## config.mk

```make
export PLATFORM = sky130hd
export DESIGN_NAME = tx_piso_flat
export DESIGN_NICKNAME = d
export VERILOG_FILES = /design/src/rtl/uart_pkg.sv /design/src/rtl/tx_piso_if.sv /design/src/rtl/tx_piso.sv /design/src/flat_wrapper.sv
export SDC_FILE = /design/constraint.sdc
export NUM_CORES = 1
export LEC_CHECK = 0
export CAP_MARGIN = 20
export CORE_MARGIN = 10
export CORE_UTILIZATION = 40
export DETAILED_ROUTE_END_ITERATION = 16
export PLACE_DENSITY = 0.68
export RECOVER_POWER = 25
export SLEW_MARGIN = 20
export SYNTH_ARGS = -nofsm -noshare
export SYNTH_HDL_FRONTEND = slang
export SYNTH_SLANG_ARGS = --single-unit
```

## constraint.sdc

```tcl
create_clock -name clk -period 3.9 [get_ports clk]
set_clock_uncertainty 0.05 [all_clocks]
set_input_delay 0.39 -clock clk [delete_from_list [all_inputs] [get_ports clk]]
set_output_delay 0.39 -clock clk [all_outputs]
set_load 0.05 [all_outputs]
```

## src/rtl/uart_pkg.sv

```systemverilog
// Shared UART transmit definitions: serialiser state encoding, padded frame
// width, framer parity-type codes and the frame-length rule the framer also uses.
package uart_pkg;

   localparam int FRAME_W = 11;

   // Parity-type codes as produced by the framer; 00 and 11 both mean no parity.
   localparam logic [1:0] PAR_NONE = 2'b00;
   localparam logic [1:0] PAR_ODD  = 2'b01;
   localparam logic [1:0] PAR_EVEN = 2'b10;

   typedef enum logic [1:0] {
      IDLE  = 2'd0,
      ARMED = 2'd1,
      SHIFT = 2'd2
   } tx_state_t;

   // Bits on the line for one frame: start + data + optional parity + stop(s).
   // Range is 9..12, so four bits are enough.
   function automatic logic [3:0] frame_len(input logic [1:0] parity_type,
                                            input logic       data_length,
                                            input logic       stop_bits);
      logic [3:0] len;
      len = 4'd1
          + (data_length ? 4'd8 : 4'd7)
          + (((parity_type == PAR_ODD) || (parity_type == PAR_EVEN)) ? 4'd1 : 4'd0)
          + (stop_bits ? 4'd2 : 4'd1);
      return len;
   endfunction

endpackage

```

## src/rtl/tx_piso_if.sv

```systemverilog
// Transmit bus between the framer/baud generator and the serialiser.
// Latency: none, wiring only.
// Backpressure: none; send is a level request honoured only while the serialiser is idle.
interface tx_piso_if #(
   parameter int FRAME_W = uart_pkg::FRAME_W
) ();
   import uart_pkg::*;

   logic               baud_tick;
   logic               send;
   logic [FRAME_W-1:0] frame_in;
   logic [1:0]         parity_type;
   logic               data_length;
   logic               stop_bits;
   logic               data_tx;
   logic               active_flag;
   logic               done_flag;

   // Framer / baud side.
   modport master (
      output baud_tick, send, frame_in, parity_type, data_length, stop_bits,
      input  data_tx, active_flag, done_flag
   );

   // Serialiser side.
   modport slave (
      input  baud_tick, send, frame_in, parity_type, data_length, stop_bits,
      output data_tx, active_flag, done_flag
   );

endinterface

```

## src/rtl/tx_piso.sv

```systemverilog
// Parallel-in serial-out UART transmitter: shifts a latched padded frame LSB first.
// Latency: latch on send, first bit at the next baud_tick, done_flag one tick after the last bit.
// Backpressure: send is ignored while a frame is in flight; a held send restarts after done_flag.
module tx_piso #(
   parameter int FRAME_W = uart_pkg::FRAME_W
) (
   input  logic     clk,
   input  logic     rst,
   tx_piso_if.slave bus
);
   import uart_pkg::*;

   localparam int CNT_W = $clog2(FRAME_W + 1);

   tx_state_t          state;
   logic [FRAME_W-1:0] frame_q;
   logic [CNT_W-1:0]   len_q;
   logic [CNT_W-1:0]   bit_cnt;
   logic               tx_q;
   logic               active_q;
   logic               done_q;

   logic [3:0]         len_raw;
   logic [CNT_W-1:0]   len_in;

   assign len_raw = frame_len(bus.parity_type, bus.data_length, bus.stop_bits);

   // Clamp the length to the register width; the dropped positions are padding 1s,
   // which is exactly what the idle line shows after the frame anyway.
   always_comb begin
      len_in = CNT_W'(len_raw);
      if (int'(len_raw) > FRAME_W) begin
         len_in = CNT_W'(FRAME_W);
      end
   end

   // Frame sequencer: latch on send, emit one bit per baud_tick, flag the end of frame.
   always_ff @(posedge clk or negedge rst) begin
      if (!rst) begin
         state    <= IDLE;
         frame_q  <= '1;
         len_q    <= '0;
         bit_cnt  <= '0;
         tx_q     <= 1'b1;
         active_q <= 1'b0;
         done_q   <= 1'b0;
      end else begin
         done_q <= 1'b0;
         unique case (state)
            IDLE: begin
               // A tick arriving with send is deliberately dropped: the start bit
               // must get a full baud period, so it waits for the next tick.
               if (bus.send) begin
                  frame_q  <= bus.frame_in;
                  len_q    <= len_in;
                  active_q <= 1'b1;
                  state    <= ARMED;
               end
            end
            ARMED: begin
               if (bus.baud_tick) begin
                  tx_q    <= frame_q[0];
                  bit_cnt <= CNT_W'(1);
                  state   <= SHIFT;
               end
            end
            SHIFT: begin
               if (bus.baud_tick) begin
                  if (bit_cnt < len_q) begin
                     tx_q    <= frame_q[bit_cnt];
                     bit_cnt <= bit_cnt + CNT_W'(1);
                  end else begin
                     // Last bit has had its full period; release the line.
                     tx_q     <= 1'b1;
                     bit_cnt  <= '0;
                     done_q   <= 1'b1;
                     active_q <= 1'b0;
                     state    <= IDLE;
                  end
               end
            end
            default: begin
               state    <= IDLE;
               tx_q     <= 1'b1;
               active_q <= 1'b0;
            end
         endcase
      end
   end

   assign bus.data_tx     = tx_q;
   assign bus.active_flag = active_q;
   assign bus.done_flag   = done_q;

endmodule

```

## src/flat_wrapper.sv

```systemverilog
// flat-port wrapper written by rule: the top's interface ports become plain ports
module tx_piso_flat import uart_pkg::*;
#(
   parameter int FRAME_W = uart_pkg::FRAME_W
)
  (clk, rst, bus_baud_tick, bus_send, bus_frame_in, bus_parity_type, bus_data_length, bus_stop_bits, bus_data_tx, bus_active_flag, bus_done_flag);
  tx_piso_if #(.FRAME_W(FRAME_W)) bus_i ();
  input  logic clk;
  input  logic rst;
  input wire logic [$bits(bus_i.baud_tick)-1:0] bus_baud_tick;
  input wire logic [$bits(bus_i.send)-1:0] bus_send;
  input wire logic [$bits(bus_i.frame_in)-1:0] bus_frame_in;
  input wire logic [$bits(bus_i.parity_type)-1:0] bus_parity_type;
  input wire logic [$bits(bus_i.data_length)-1:0] bus_data_length;
  input wire logic [$bits(bus_i.stop_bits)-1:0] bus_stop_bits;
  output wire logic [$bits(bus_i.data_tx)-1:0] bus_data_tx;
  output wire logic [$bits(bus_i.active_flag)-1:0] bus_active_flag;
  output wire logic [$bits(bus_i.done_flag)-1:0] bus_done_flag;
  assign bus_i.baud_tick = bus_baud_tick;
  assign bus_i.send = bus_send;
  assign bus_i.frame_in = bus_frame_in;
  assign bus_i.parity_type = bus_parity_type;
  assign bus_i.data_length = bus_data_length;
  assign bus_i.stop_bits = bus_stop_bits;
  assign bus_data_tx = bus_i.data_tx;
  assign bus_active_flag = bus_i.active_flag;
  assign bus_done_flag = bus_i.done_flag;
  tx_piso #(.FRAME_W(FRAME_W)) u_core (.clk(clk), .rst(rst), .bus(bus_i));
endmodule
```

== Word level (Yosys, flattened, before mapping) ==
Index checks and enable logic that the tools add are counted.
W data, S select, Z words.

* Output and inout port bits: 3
* Register bits: 24
* Word-level logic and storage cells: 58
* Bits of input ports: 19

* Mux-type cells: 26
* Equality and inequality tests: 8
* Reductions and logical operators: 8
* Add/subtract/negate cells: 4
* Bitwise operators: 2
* $lt $le $gt $ge: 3

{| class="wikitable"
|+ Operators by type and width
! cell !! count
|-
| $mux W4 || 5
|-
| $mux W1 || 11
|-
| $mux W2 || 5
|-
| $add A4 B4 Y4 || 2
|-
| $ne A2 B2 Y1 const B || 4
|-
| $pmux W4 S2 || 1
|-
| $reduce_and A4 Y1 || 2
|-
| $pmux W1 S3 || 2
|-
| $pmux W2 S3 || 1
|-
| $reduce_and A3 Y1 || 2
|-
| $lt A4 B5 Y1 const B || 1
|-
| $add A1 B4 Y4 const A || 1
|-
| $add A4 B1 Y4 const B || 1
|-
| $bmux W1 S4 || 1
|-
| $eq A2 B1 Y1 const B || 2
|-
| $eq A2 B2 Y1 const B || 2
|-
| $gt A4 B4 Y1 const B || 1
|-
| $lt A4 B4 Y1 || 1
|-
| $logic_not A2 Y1 || 1
|-
| $not A1 Y1 || 2
|-
| $reduce_and A2 Y1 || 1
|-
| $reduce_bool A2 Y1 || 1
|-
| $logic_or A1 B1 Y1 || 1
|}

== Depth between registers and ports, before layout ==
Gate-level depths: netlist of run 1.

* Depth in word-level cells: 7
* Gate-level depth with buffers: 9
* Gate-level depth less buffers: 9

== Least setup slack after synthesis of run 1 ==
Ideal clock, no wire load.

* Kind: input to register
* Start point: in bus_parity_type[0]
* End point: reg u_core.len_q[2]
* Stages: 9
* Setup slack: 1.963 ns
* Data required time: 3.767 ns
* Arrival: 1.804 ns
* Buffers on the path: 0
* Setup time: 0.083 ns
* Cell sequence: xnor2_1 ha_1 inv_1 ha_1 inv_1 fa_1 xnor2_1 nand3_1 o21ai_0

* Word-level cells in the longest chain between the ends: 7
* Elaborated cells between the ends (all ways): 8
* Those cells by class: add/sub (2); order compare (1); eq/ne (2); mux (2); reduce/logical (1)

{| class="wikitable"
|+ Ends and longest elaborated chain
! element !! RTL line !! source
|-
| start, declared || flat_wrapper.sv:13 || <nowiki>input wire logic [$bits(bus_i.parity_type)-1:0] bus_parity_type;</nowiki>
|-
| $eq A2 B1 Y1 or $eq A2 B2 Y1 (tied branches) || uart_pkg.sv:26 || <nowiki>+ (((parity_type == PAR_ODD) || (parity_type == PAR_EVEN)) ? 4'd1 : 4'd0)</nowiki>
|-
| $logic_or A1 B1 Y1 * || uart_pkg.sv:26 ||
|-
| $mux W1 * || uart_pkg.sv:26 ||
|-
| $add A4 B4 Y4 * || uart_pkg.sv:26 ||
|-
| $add A4 B4 Y4 * || uart_pkg.sv:27 || <nowiki>+ (stop_bits ? 4'd2 : 4'd1);</nowiki>
|-
| $gt A4 B4 Y1 || tx_piso.sv:32 || <nowiki>if (int'(len_raw) > FRAME_W) begin</nowiki>
|-
| $mux W4 * || tx_piso.sv:32 ||
|-
| end signal, assigned || tx_piso.sv:55 || <nowiki>len_q <= len_in;</nowiki>
|-
| end, declared || tx_piso.sv:17 || <nowiki>logic [CNT_W-1:0] len_q;</nowiki>
|}

Mark *: on every way between the ends. The rest lies on a longest branch, timed or not.
A chain may end at the register's enable or synchronous reset.

== Worst setup path in the final report of run 1 ==
* Start point: in bus_data_length
* End point: reg u_core.len_q[0]

* Word-level cells in the longest chain between the ends: 6

{| class="wikitable"
|+ Ends and longest elaborated chain
! element !! RTL line !! source
|-
| start, declared || flat_wrapper.sv:14 || <nowiki>input wire logic [$bits(bus_i.data_length)-1:0] bus_data_length;</nowiki>
|-
| $mux W4 * || uart_pkg.sv:25 || <nowiki>+ (data_length ? 4'd8 : 4'd7)</nowiki>
|-
| $add A1 B4 Y4 * || uart_pkg.sv:25 ||
|-
| $add A4 B4 Y4 * || uart_pkg.sv:26 ||
|-
| $add A4 B4 Y4 * || uart_pkg.sv:27 ||
|-
| $gt A4 B4 Y1 || tx_piso.sv:32 ||
|-
| $mux W4 * || tx_piso.sv:32 ||
|}

Marks and branches as above.

==> results.txt, run 1 <==
----------------------------------------------------
[Die]
  Floorplan die height ... about 80 um
  Effective utilization at floorplan ... 0.4223
  Standard cell core area ... approximately 0.0034 sq mm
  Die footprint ... 0.006409 sq mm
  Row count ... 21
  I/O pin cnt ... 22
  Die width ... 80.06 um

[STA]
  RSZ-0062 raised after global routing ... false
  Upper clock frequency limit ... 444.3 MHz
  Setup TNS ... 0 ns
  Final worst-path setup slack ... between 1.5 and 2 ns
  Period minus WS final ... roughly 2.3 ns
  Final setup violation count ... 0
  Worst rel slew slack ... 0.1617
  Worst hold slack ... ~0.45 ns
  Total count of hold-check failures in the final report ... 0
  Count of pins over their slew limit ... 0
  Worst slew pin tran ... between 1 and 1.5 ns
  Period Utilization, post-route ... 0.5771

[GRT]
  Global-route wire length before repair ... approximately 4.5 mm
  Pin count of the biggest net entering global routing ... 25
  Number of global-route vias before repair ... about 1,000
  Initial antenna violation count ... 0
  Residual overflow from global routing ... 0
  GRT Overall Usage ... 0.08590

[Worst setup path]
  Worst setup SP type ... input pin
  Critical path buffer and inverter count ... 3
  Worst path cell trace ... clkdlybuf4s50_1 -> inv_1 -> ha_1 -> inv_1 -> ha_1 -> a311oi_1 -> xnor2_1 -> a21oi_1 -> o21ai_0
  Arrival time of the worst setup path ... between 2 and 2.5 ns
  Largest fanout on the critical path ... 4
  Delay of the slowest cell on the worst path ... ~0.52 ns
  Kind of cell adding the most delay to the critical path ... buffers and inverters
  Kind of critical path ... input pin to flip-flop
  Crit path required time ... about 4.1 ns
  Slowest library cell on the worst path ... sky130_fd_sc_hd__clkdlybuf4s50_1
  Capturing element type of the critical path ... flip-flop

[Pwr]
  Static leakage ... about 0.75 nW
  Share of power burned in the clock network ... 0.148
  Power Total ... around 1.2 mW
  Logic gate share of total power ... 0.451
  Sw Share ... 0.3561
  Pwr per Cell Area ... slightly above 700 mW/mm^2
  Worst IR drop on VDD ... 0.3346 mV
  Design internal power ... 795.3 uW
  P_sw ... roughly 440 uW
  Portion of total power attributed to sequential cells ... 0.401

[Clock tree]
  Clock latency at the later pin of the worst-skew pair ... roughly 0.32 ns
  Sink Count ... 24
  Number of buffers created by CTS ... 3
  Clock tree from TritonCTS ... yes
  Clock root cell ... sky130_fd_sc_hd__clkbuf_4
  Cts repair resizes ... 0
  Clk slew on worst S/H paths ... between 0.1 and 0.15 ns
  H-tree levels ... 1
  Maximum buffer depth of the clock tree ... 2

[Place]
  Cell total after placement ... 195
  Post-Place Setup Slack ... between 1 and 1.5 ns
  Detailed-placement wirelength estimate ... around 2.1 mm
  Final GP Congestion ... slightly above 0.8
  Number of buffers added on ports ... 21
  Cell area after placement ... 0.001687 sq mm

[Yosys]
  Dominant synthesized flop cell ... sky130_fd_sc_hd__dfstp_2
  Post-synthesis sequential element count ... 24
  Async set-or-reset flop fraction in the synthesized netlist ... 1.000
  Top-count cell post-synth ... sky130_fd_sc_hd__inv_1
  Largest area contributor in the netlist ... sky130_fd_sc_hd__dfstp_2
  Syn Nets ... 165
  Most instantiated cells after synthesis ... sky130_fd_sc_hd__inv_1, sky130_fd_sc_hd__ha_1, sky130_fd_sc_hd__mux2_2
  Cell count after synthesis ... between 100 and 150
  Synthesized cell area ... approximately 0.0014 sq mm
  Largest cells by area after synthesis ... sky130_fd_sc_hd__dfstp_2, sky130_fd_sc_hd__dfrtp_1, sky130_fd_sc_hd__ha_1
  Portion of the post-synthesis area used by sequential elements ... 0.4267
  Mean cell area of the mapped netlist ... roughly 11 sq um
  Unique cell type count in the Yosys netlist ... 31
  Area fraction of the dominant cell type after synthesis ... 0.2186
  Synthesis Warnings ... 0
  EDFF count, synth ... 0

[Cells and area]
  Antenna Cells ... 0
  Final #Nets ... around 190
  Non-filler instance count after layout ... 200
  Final cell utilization of the core ... 0.5103
  Cell area after layout ... between 0.0015 and 0.002 sq mm
  Layout Area Growth over Synthesis ... 20.82%
  Fraction of layout instances using a drive strength above 1 ... 0.2338

[Routing]
  First DRT Iteration DRCs ... just under 60
  Remaining antenna violation count ... 0
  Number of vias in the routed layout ... ~1,000
  Via density ... slightly below 5
  TritonRoute pass-1 iters ... 3
  Mean routed wirelength per cell ... 13.51 um
  Post-route DRC violation count ... 0
  Drt total wl ... roughly 2.7 mm

[Min path]
  Class of the worst hold path ... flip-flop to flip-flop

[Outcome]
  Outcome ... finished, final reports clean

[Flow run]
  Max Cap Violations ... 0

----------------------------------------------------
[state kept, by name (all words and copies together), names as in the netlist]
register / flops
u_core.bus.data_tx: 1
u_core.bus.done_flag: 1
u_core.frame_q: 11
u_core.len_q: 4
u_core.state: 2
u_core.bit_cnt: 4
u_core.bus.active_flag: 1
[routing by layer]
layer / track usage / part of all wire / vias up
met2: 0.1477 / 0.48 / 16
met5: 0 / 0 / -
met3: 0.03452 / 0.046 / 2
met1: 0.09855 / 0.47 / 475
li1: - / - / 499
met4: 0.01585 / 0.0048 / 0
[layout by cell type (no fill, tap or decap), types with 4 or more instances in the layout]
cell	n
sky130_fd_sc_hd__clkdlybuf4s50_1	20
sky130_fd_sc_hd__inv_1	15
sky130_fd_sc_hd__mux2_2	13
sky130_fd_sc_hd__ha_1	13
sky130_fd_sc_hd__nand2_1	12
sky130_fd_sc_hd__dfrtp_1	12
sky130_fd_sc_hd__dfstp_2	12
sky130_fd_sc_hd__o21ai_0	9
sky130_fd_sc_hd__a21oi_1	8
sky130_fd_sc_hd__nor2_1	4
[area by class of cell]
class	count	area, sq um
repair buffers	22	214.0
clock inverters	1	30.03
fillers	328	1673
multi-input cells	89	747.0
well taps	46	57.56
inverters	15	56.30
clock buffers	3	22.52
flip-flops and latches	24	615.6
[cell families after synthesis]
family	after synthesis	synth area share
muxes	18	0.1604
AOI/OAI and AO/OA	25	0.1041
buffers and inverters	19	0.05550
DFF	24	0.4267
xor gates and xnor gates	3	0.01822
and+or+nand+nor	29	0.1084
adders and majority gates	14	0.1266
[power by group through the flow]
stage               Combinational [mW]  Clock [mW]  Sequential (mW)
detailed placement               0.561           0            0.501
global placement                 0.542           0            0.496
global route                     0.619       0.194            0.513
floorplan                        0.421           0            0.506
finish                           0.557       0.182            0.496
CTS                              0.563       0.186            0.496
[final timing paths]
check,startpoint,endpoint,slack [ns],cells after the start
setup reg to reg,u_core.bit_cnt[1],u_core.bus.active_flag,2.06,5
max in group asynchronous,rst,u_core.bit_cnt[1],2.28,2
setup / recovery,bus_data_length,u_core.len_q[0],1.65,9
min in group asynchronous,rst,u_core.state[0],0.79,2
hold reg to reg,u_core.bus.active_flag,u_core.bus.active_flag,0.45,1
hold / removal,u_core.bus.active_flag,u_core.bus.active_flag,0.45,1
[what timing repair did]
action	CTS	global route
hold buffers	0	1
buffers inserted	0	0
endpoints found under the hold margin	0	12
No activity file was read; power rests on OpenSTA's default activity.
==> run 2, diff against run 1 <==
Clock period 3.9 ns to 2.1 ns, I/O delays scaled along.
==> results.txt, run 2 (synthesis results as in run 1) <==
----------------------------------------------------
[Pwr]
  Worst IR drop on VDD ... 0.5240 mV
  Static leakage ... 0.8011 nW
  Pwr per Cell Area ... 1288 mW/mm^2

[Cells and area]
  Most common library cell in the layout ignoring fill and taps ... sky130_fd_sc_hd__clkdlybuf4s50_1
  Flip-flop count of the largest register, all copies and words added ... 11
  Cell area after layout ... between 0.0015 and 0.002 sq mm
  Final #Nets ... a little under 200
  Fraction of layout instances using a drive strength above 1 ... 0.2822
  Non-filler instance count after layout ... approximately 210
  Register name with the most flops ... u_core.frame_q
  Total area of multi-input combinational cells ... approximately 750 sq um
  Storage element area ... around 600 sq um
  Commonest non-fill, non-tap cells in the layout ... sky130_fd_sc_hd__clkdlybuf4s50_1, sky130_fd_sc_hd__inv_1, sky130_fd_sc_hd__mux2_2, sky130_fd_sc_hd__ha_1
  Antenna Cells ... 0
  Top Registers ... u_core.frame_q x11, u_core.bit_cnt x4, u_core.len_q x4
  Fill cells ... between 300 and 400
  Layout Area Growth over Synthesis ... 26.02%

[Clock tree]
  Number of buffers created by CTS ... 3
  Clock root cell ... sky130_fd_sc_hd__clkbuf_4
  Clk slew on worst S/H paths ... 0.15 ns
  Clock latency at the later pin of the worst-skew pair ... 0.32 ns
  H-tree levels ... 1
  Number of buffers inserted for hold repair after clock tree synthesis ... 0
  Sink Count ... 24
  Cts repair resizes ... 0
  Post-CTS Setup Inserts ... 0
  Clock tree from TritonCTS ... yes
  Maximum buffer depth of the clock tree ... 2

[STA]
  Count of pins over their slew limit ... 0
  Worst slew pin tran ... 1.243 ns
  Upper clock frequency limit ... 490.4 MHz
  RSZ-0062 raised after global routing ... true
  Period Utilization, post-route ... 0.9710
  Setup TNS ... 0 ns
  Total count of hold-check failures in the final report ... 0
  Final setup violation count ... 0
  Worst hold slack ... approximately 0.44 ns
  Final worst-path setup slack ... 0.06094 ns
  Period minus WS final ... between 2 and 2.5 ns
  Worst rel slew slack ... 0.1713

[Die]
  Die footprint ... around 0.0064 sq mm
  Die width ... roughly 80 um
  Effective utilization at floorplan ... 0.4223
  Row count ... 21
  I/O pin cnt ... 22
  Standard cell core area ... ~0.0034 sq mm
  Floorplan die height ... around 80 um

[Routing]
  Mean routed wirelength per cell ... 13.31 um
  Post-route DRC violation count ... 0
  Drt total wl ... about 2.8 mm
  Remaining antenna violation count ... 0
  First DRT Iteration DRCs ... 46
  Number of vias in the routed layout ... approximately 1,000
  TritonRoute pass-1 iters ... 4
  Via density ... around 5.0

[Worst setup path]
  Kind of critical path ... input pin to flip-flop
  Slowest library cell on the worst path ... sky130_fd_sc_hd__clkdlybuf4s50_1
  Worst path cell trace ... clkdlybuf4s50_1 -> inv_1 -> ha_1 -> inv_1 -> ha_1 -> a311oi_1 -> xnor2_1 -> mux2_2
  Crit path required time ... 2.26 ns
  Worst setup SP type ... input pin
  Delay of the slowest cell on the worst path ... approximately 0.51 ns
  Capturing element type of the critical path ... flip-flop
  Arrival time of the worst setup path ... roughly 2.2 ns
  Largest fanout on the critical path ... 4

[Place]
  Final GP Congestion ... ~0.88
  Detailed-placement wirelength estimate ... 2.271 mm
  Post-Place Setup Slack ... -0.2897 ns
  Cell area after placement ... roughly 0.0018 sq mm
  Cell total after placement ... 205
  Number of buffers added on ports ... 21

[Min path]
  Class of the worst hold path ... input pin to flip-flop

[GRT]
  Number of global-route vias before repair ... 1,083
  Pin count of the biggest net entering global routing ... 25
  Residual overflow from global routing ... 0
  Global-route wire length before repair ... between 4 and 5 mm
  Initial antenna violation count ... 0
  GRT Overall Usage ... 0.08986

[Flow run]
  Max Cap Violations ... 0

[Outcome]
  Outcome ... finished, final reports clean

----------------------------------------------------
[run 2: cell types whose count changed in the layout (fill, tap and decap cells not counted)]
cell                      before  now
sky130_fd_sc_hd__xnor2_2       0    1
sky130_fd_sc_hd__buf_4         0    9
sky130_fd_sc_hd__xnor2_1       3    2
[run 2: through the flow]
step / utilization / total power, mW
floorplan: - / 1.722
finish: 0.5322 / 2.341
global route: 0.5322 / 2.525
detailed placement: 0.5158 / 2.029
CTS: 0.5311 / 2.368
global placement: 0.5158 / 1.974
[run 2: path summary, 6_finish.rpt]
kind / from / to / slack, ns / cells after the start
worst max-delay path: bus_data_length / u_core.len_q[3] / 0.06 / 8
worst min-delay path: bus_frame_in[7] / u_core.frame_q[7] / 0.44 / 2
worst max register to register: u_core.bit_cnt[2] / u_core.bus.active_flag / 0.30 / 6
worst min register to register: u_core.bus.active_flag / u_core.bus.active_flag / 0.46 / 1
max in group asynchronous: rst / u_core.len_q[0] / 0.66 / 2
min in group asynchronous: rst / u_core.bus.done_flag / 0.60 / 2
[run 2: cell type report]
cell class | instances | share of cell area
timing repair buffer | 31 | 0.1549
inverter | 15 | 0.03097
multi-input combinational | 89 | 0.4150
clock inverter | 1 | 0.01652
tap | 46 | 0.03166
sequential | 24 | 0.3386
clock buffer | 3 | 0.01239
[run 2: worst max-delay path: cells and delay by family]
family	cells	cell delay, ns
adders and majority gates	2	0.58
buffers and inverters	3	0.64
muxes	1	0.29
AOI/OAI and AO/OA	1	0.30
xor gates and xnor gates	1	0.18
[run 2: layer usage]
layer  track usage  wire [um]
met5             0          0
met4       0.02641         19
met3       0.02004        107
met2        0.1621       1407
met1        0.1027       1248
[run 2: power breakdown]
part / switching (mW) / internal (mW)
Combinational: 0.537 / 0.565
Sequential: 0.142 / 0.757
Clock: 0.147 / 0.193
==> run 3, diff against run 2 <==
Settings changed: CORE_MARGIN 10 to 3.
==> results.txt, run 3 (synthesis results as in run 1) <==
----------------------------------------------------
[Outcome]
  Outcome ... finished, final reports clean

[Worst setup path]
  Arrival time of the worst setup path ... about 2.1 ns
  Crit path required time ... around 2.3 ns
  Startpoint of the lowest-slack register-to-register path ... u_core.bit_cnt[2]
  Worst setup SP type ... input pin
  Reg-to-reg endpoint ... u_core.bus.active_flag
  Worst reg2reg path depth ... 6
  Timing startpoint of the critical path ... bus_data_length
  Worst setup path endpoint ... u_core.len_q[2]
  R2R Setup Slk ... about 0.26 ns
  Capturing element type of the critical path ... flip-flop
  Kind of critical path ... input pin to flip-flop
  Largest fanout on the critical path ... 4

[GRT]
  GRT Overall Usage ... 0.1329
  Pin count of the biggest net entering global routing ... 25
  Number of global-route vias before repair ... about 1,100
  Initial antenna violation count ... 0
  Global-route wire length before repair ... ~4.5 mm
  Routing usage on met3 ... 0.03401
  GR met1 Demand/Resource ... 0.1654
  Residual overflow from global routing ... 0
  Most Crowded Layer GR ... met2
  Global routing met2 resource utilization ... 0.2290

[Routing]
  Drt total wl ... ~2.7 mm
  Via density ... slightly below 5
  TritonRoute pass-1 iters ... 4
  Number of vias in the routed layout ... between 1,000 and 1,500
  Remaining antenna violation count ... 0
  Post-route DRC violation count ... 0
  Mean routed wirelength per cell ... 12.99 um
  First DRT Iteration DRCs ... 94

[Clock tree]
  Clk slew on worst S/H paths ... ~0.15 ns
  Number of buffers created by CTS ... 3
  H-tree levels ... 1
  Maximum buffer depth of the clock tree ... 2
  Number of buffers inserted for hold repair after clock tree synthesis ... 0
  Clock latency at the later pin of the worst-skew pair ... approximately 0.32 ns
  Clock root cell ... sky130_fd_sc_hd__clkbuf_4
  Sink Count ... 24
  Clock tree from TritonCTS ... yes

[Min path]
  Hold Path Cell Cnt ... 2
  Class of the worst hold path ... input pin to flip-flop

[Cells and area]
  Commonest non-fill, non-tap cells in the layout ... sky130_fd_sc_hd__clkdlybuf4s50_1, sky130_fd_sc_hd__inv_1, sky130_fd_sc_hd__mux2_2
  Layout Area Growth over Synthesis ... 25.93%
  Final cell utilization of the core ... 0.5319
  Most common library cell in the layout ignoring fill and taps ... sky130_fd_sc_hd__clkdlybuf4s50_1
  Top Registers ... u_core.frame_q x11, u_core.bit_cnt x4, u_core.len_q x4
  Final #Nets ... slightly below 200
  Register name with the most flops ... u_core.frame_q
  Fraction of layout instances using a drive strength above 1 ... 0.3067
  Antenna Cells ... 0
  Flip-flop count of the largest register, all copies and words added ... 11
  Fill cells ... 330

[Pwr]
  Power Total ... 2.256 mW
  Pwr per Cell Area ... around 1200 mW/mm^2
  Static leakage ... roughly 0.79 nW
  Worst IR drop on VDD ... 0.7081 mV

[Place]
  Post-Place Setup Slack ... -0.3031 ns
  Detailed-placement wirelength estimate ... 2.111 mm
  Number of buffers added on ports ... 21
  Final GP Congestion ... approximately 0.85

[Die]
  Standard cell core area ... approximately 0.0034 sq mm
  Floorplan die height ... around 66 um
  Die footprint ... between 0.004 and 0.005 sq mm
  I/O pin cnt ... 22
  Effective utilization at floorplan ... 0.4223
  Die width ... ~66 um
  Row count ... 21

[STA]
  Count of pins over their slew limit ... 0
  Setup TNS ... 0 ns
  Period minus WS final ... between 1.5 and 2 ns
  Upper clock frequency limit ... between 500 and 600 MHz
  Worst rel slew slack ... 0.1482
  Worst hold slack ... 0.4380 ns
  Worst slew pin tran ... about 1.3 ns
  Period Utilization, post-route ... 0.9429
  Final setup violation count ... 0
  Total count of hold-check failures in the final report ... 0
  Final worst-path setup slack ... between 0.1 and 0.15 ns

[Flow run]
  Max Cap Violations ... 0

----------------------------------------------------
-- run 3: worst max-delay path, stage by stage --
cell and delay (ns):
sky130_fd_sc_hd__clkdlybuf4s50_1 0.50, sky130_fd_sc_hd__inv_1 0.07, sky130_fd_sc_hd__ha_1 0.30, sky130_fd_sc_hd__inv_1 0.05, sky130_fd_sc_hd__ha_1 0.30, sky130_fd_sc_hd__a311oi_2 0.24, sky130_fd_sc_hd__xnor2_1 0.24, sky130_fd_sc_hd__buf_4 0.17
sky130_fd_sc_hd__o21ai_1 0.05
-- run 3: stage by stage --
| step | area (sq um) | cells |
|---|---|---|
| 2_1_floorplan | 1443 | 132 |
| 3_3_place_gp | 1754 | 204 |
| 3_5_place_dp | 1754 | 204 |
| 4_1_cts | 1790 | 208 |
| 5_1_grt | 1817 | 209 |
| 6_report | 1817 | 209 |
-- run 3: timing repair --
| item | 4_1_cts | 5_1_grt |
|---|---|---|
| setup buffers | 0 | 1 |
| endpoints found under the setup margin | 0 | 3 |
| gates resized for setup | 0 | 6 |
-- run 3: worst min-delay path by stage --
stage / start / endpoint / slack (ns)
after floorplan: rst / u_core.bit_cnt[0] / -0.14
after global placement: u_core.bus.active_flag / u_core.bus.active_flag / 0.42
after detailed placement: u_core.bus.active_flag / u_core.bus.active_flag / 0.44
after CTS: rst / u_core.bus.active_flag / 0.16
after global routing: bus_frame_in[8] / u_core.frame_q[8] / 0.44
final: bus_frame_in[8] / u_core.frame_q[8] / 0.44
-- run 3: layer usage --
metal / up-vias / wire length (um)
met4: 0 / 27
met3: 4 / 97
li1: 516 / -
met1: 491 / 1241
met2: 18 / 1347
met5: - / 0
-- run 3: power breakdown --
group / internal (mW) / switching [mW] / total, mW
Sequential: 0.757 / 0.144 / 0.901
Clock: 0.106 / 0.142 / 0.248
Combinational: 0.560 / 0.548 / 1.11
Total: 1.42 / 0.833 / 2.26
-- run 3: area by class of cell --
class | instances | area, sq um | share of cell area
clock buffers | 4 | 36.28 | 0.01997
inverters | 15 | 56.30 | 0.03099
multi-input cells | 89 | 769.5 | 0.4236
flip-flops and latches | 24 | 615.6 | 0.3388
well taps | 46 | 57.56 | 0.03168
repair buffers | 31 | 281.5 | 0.1550
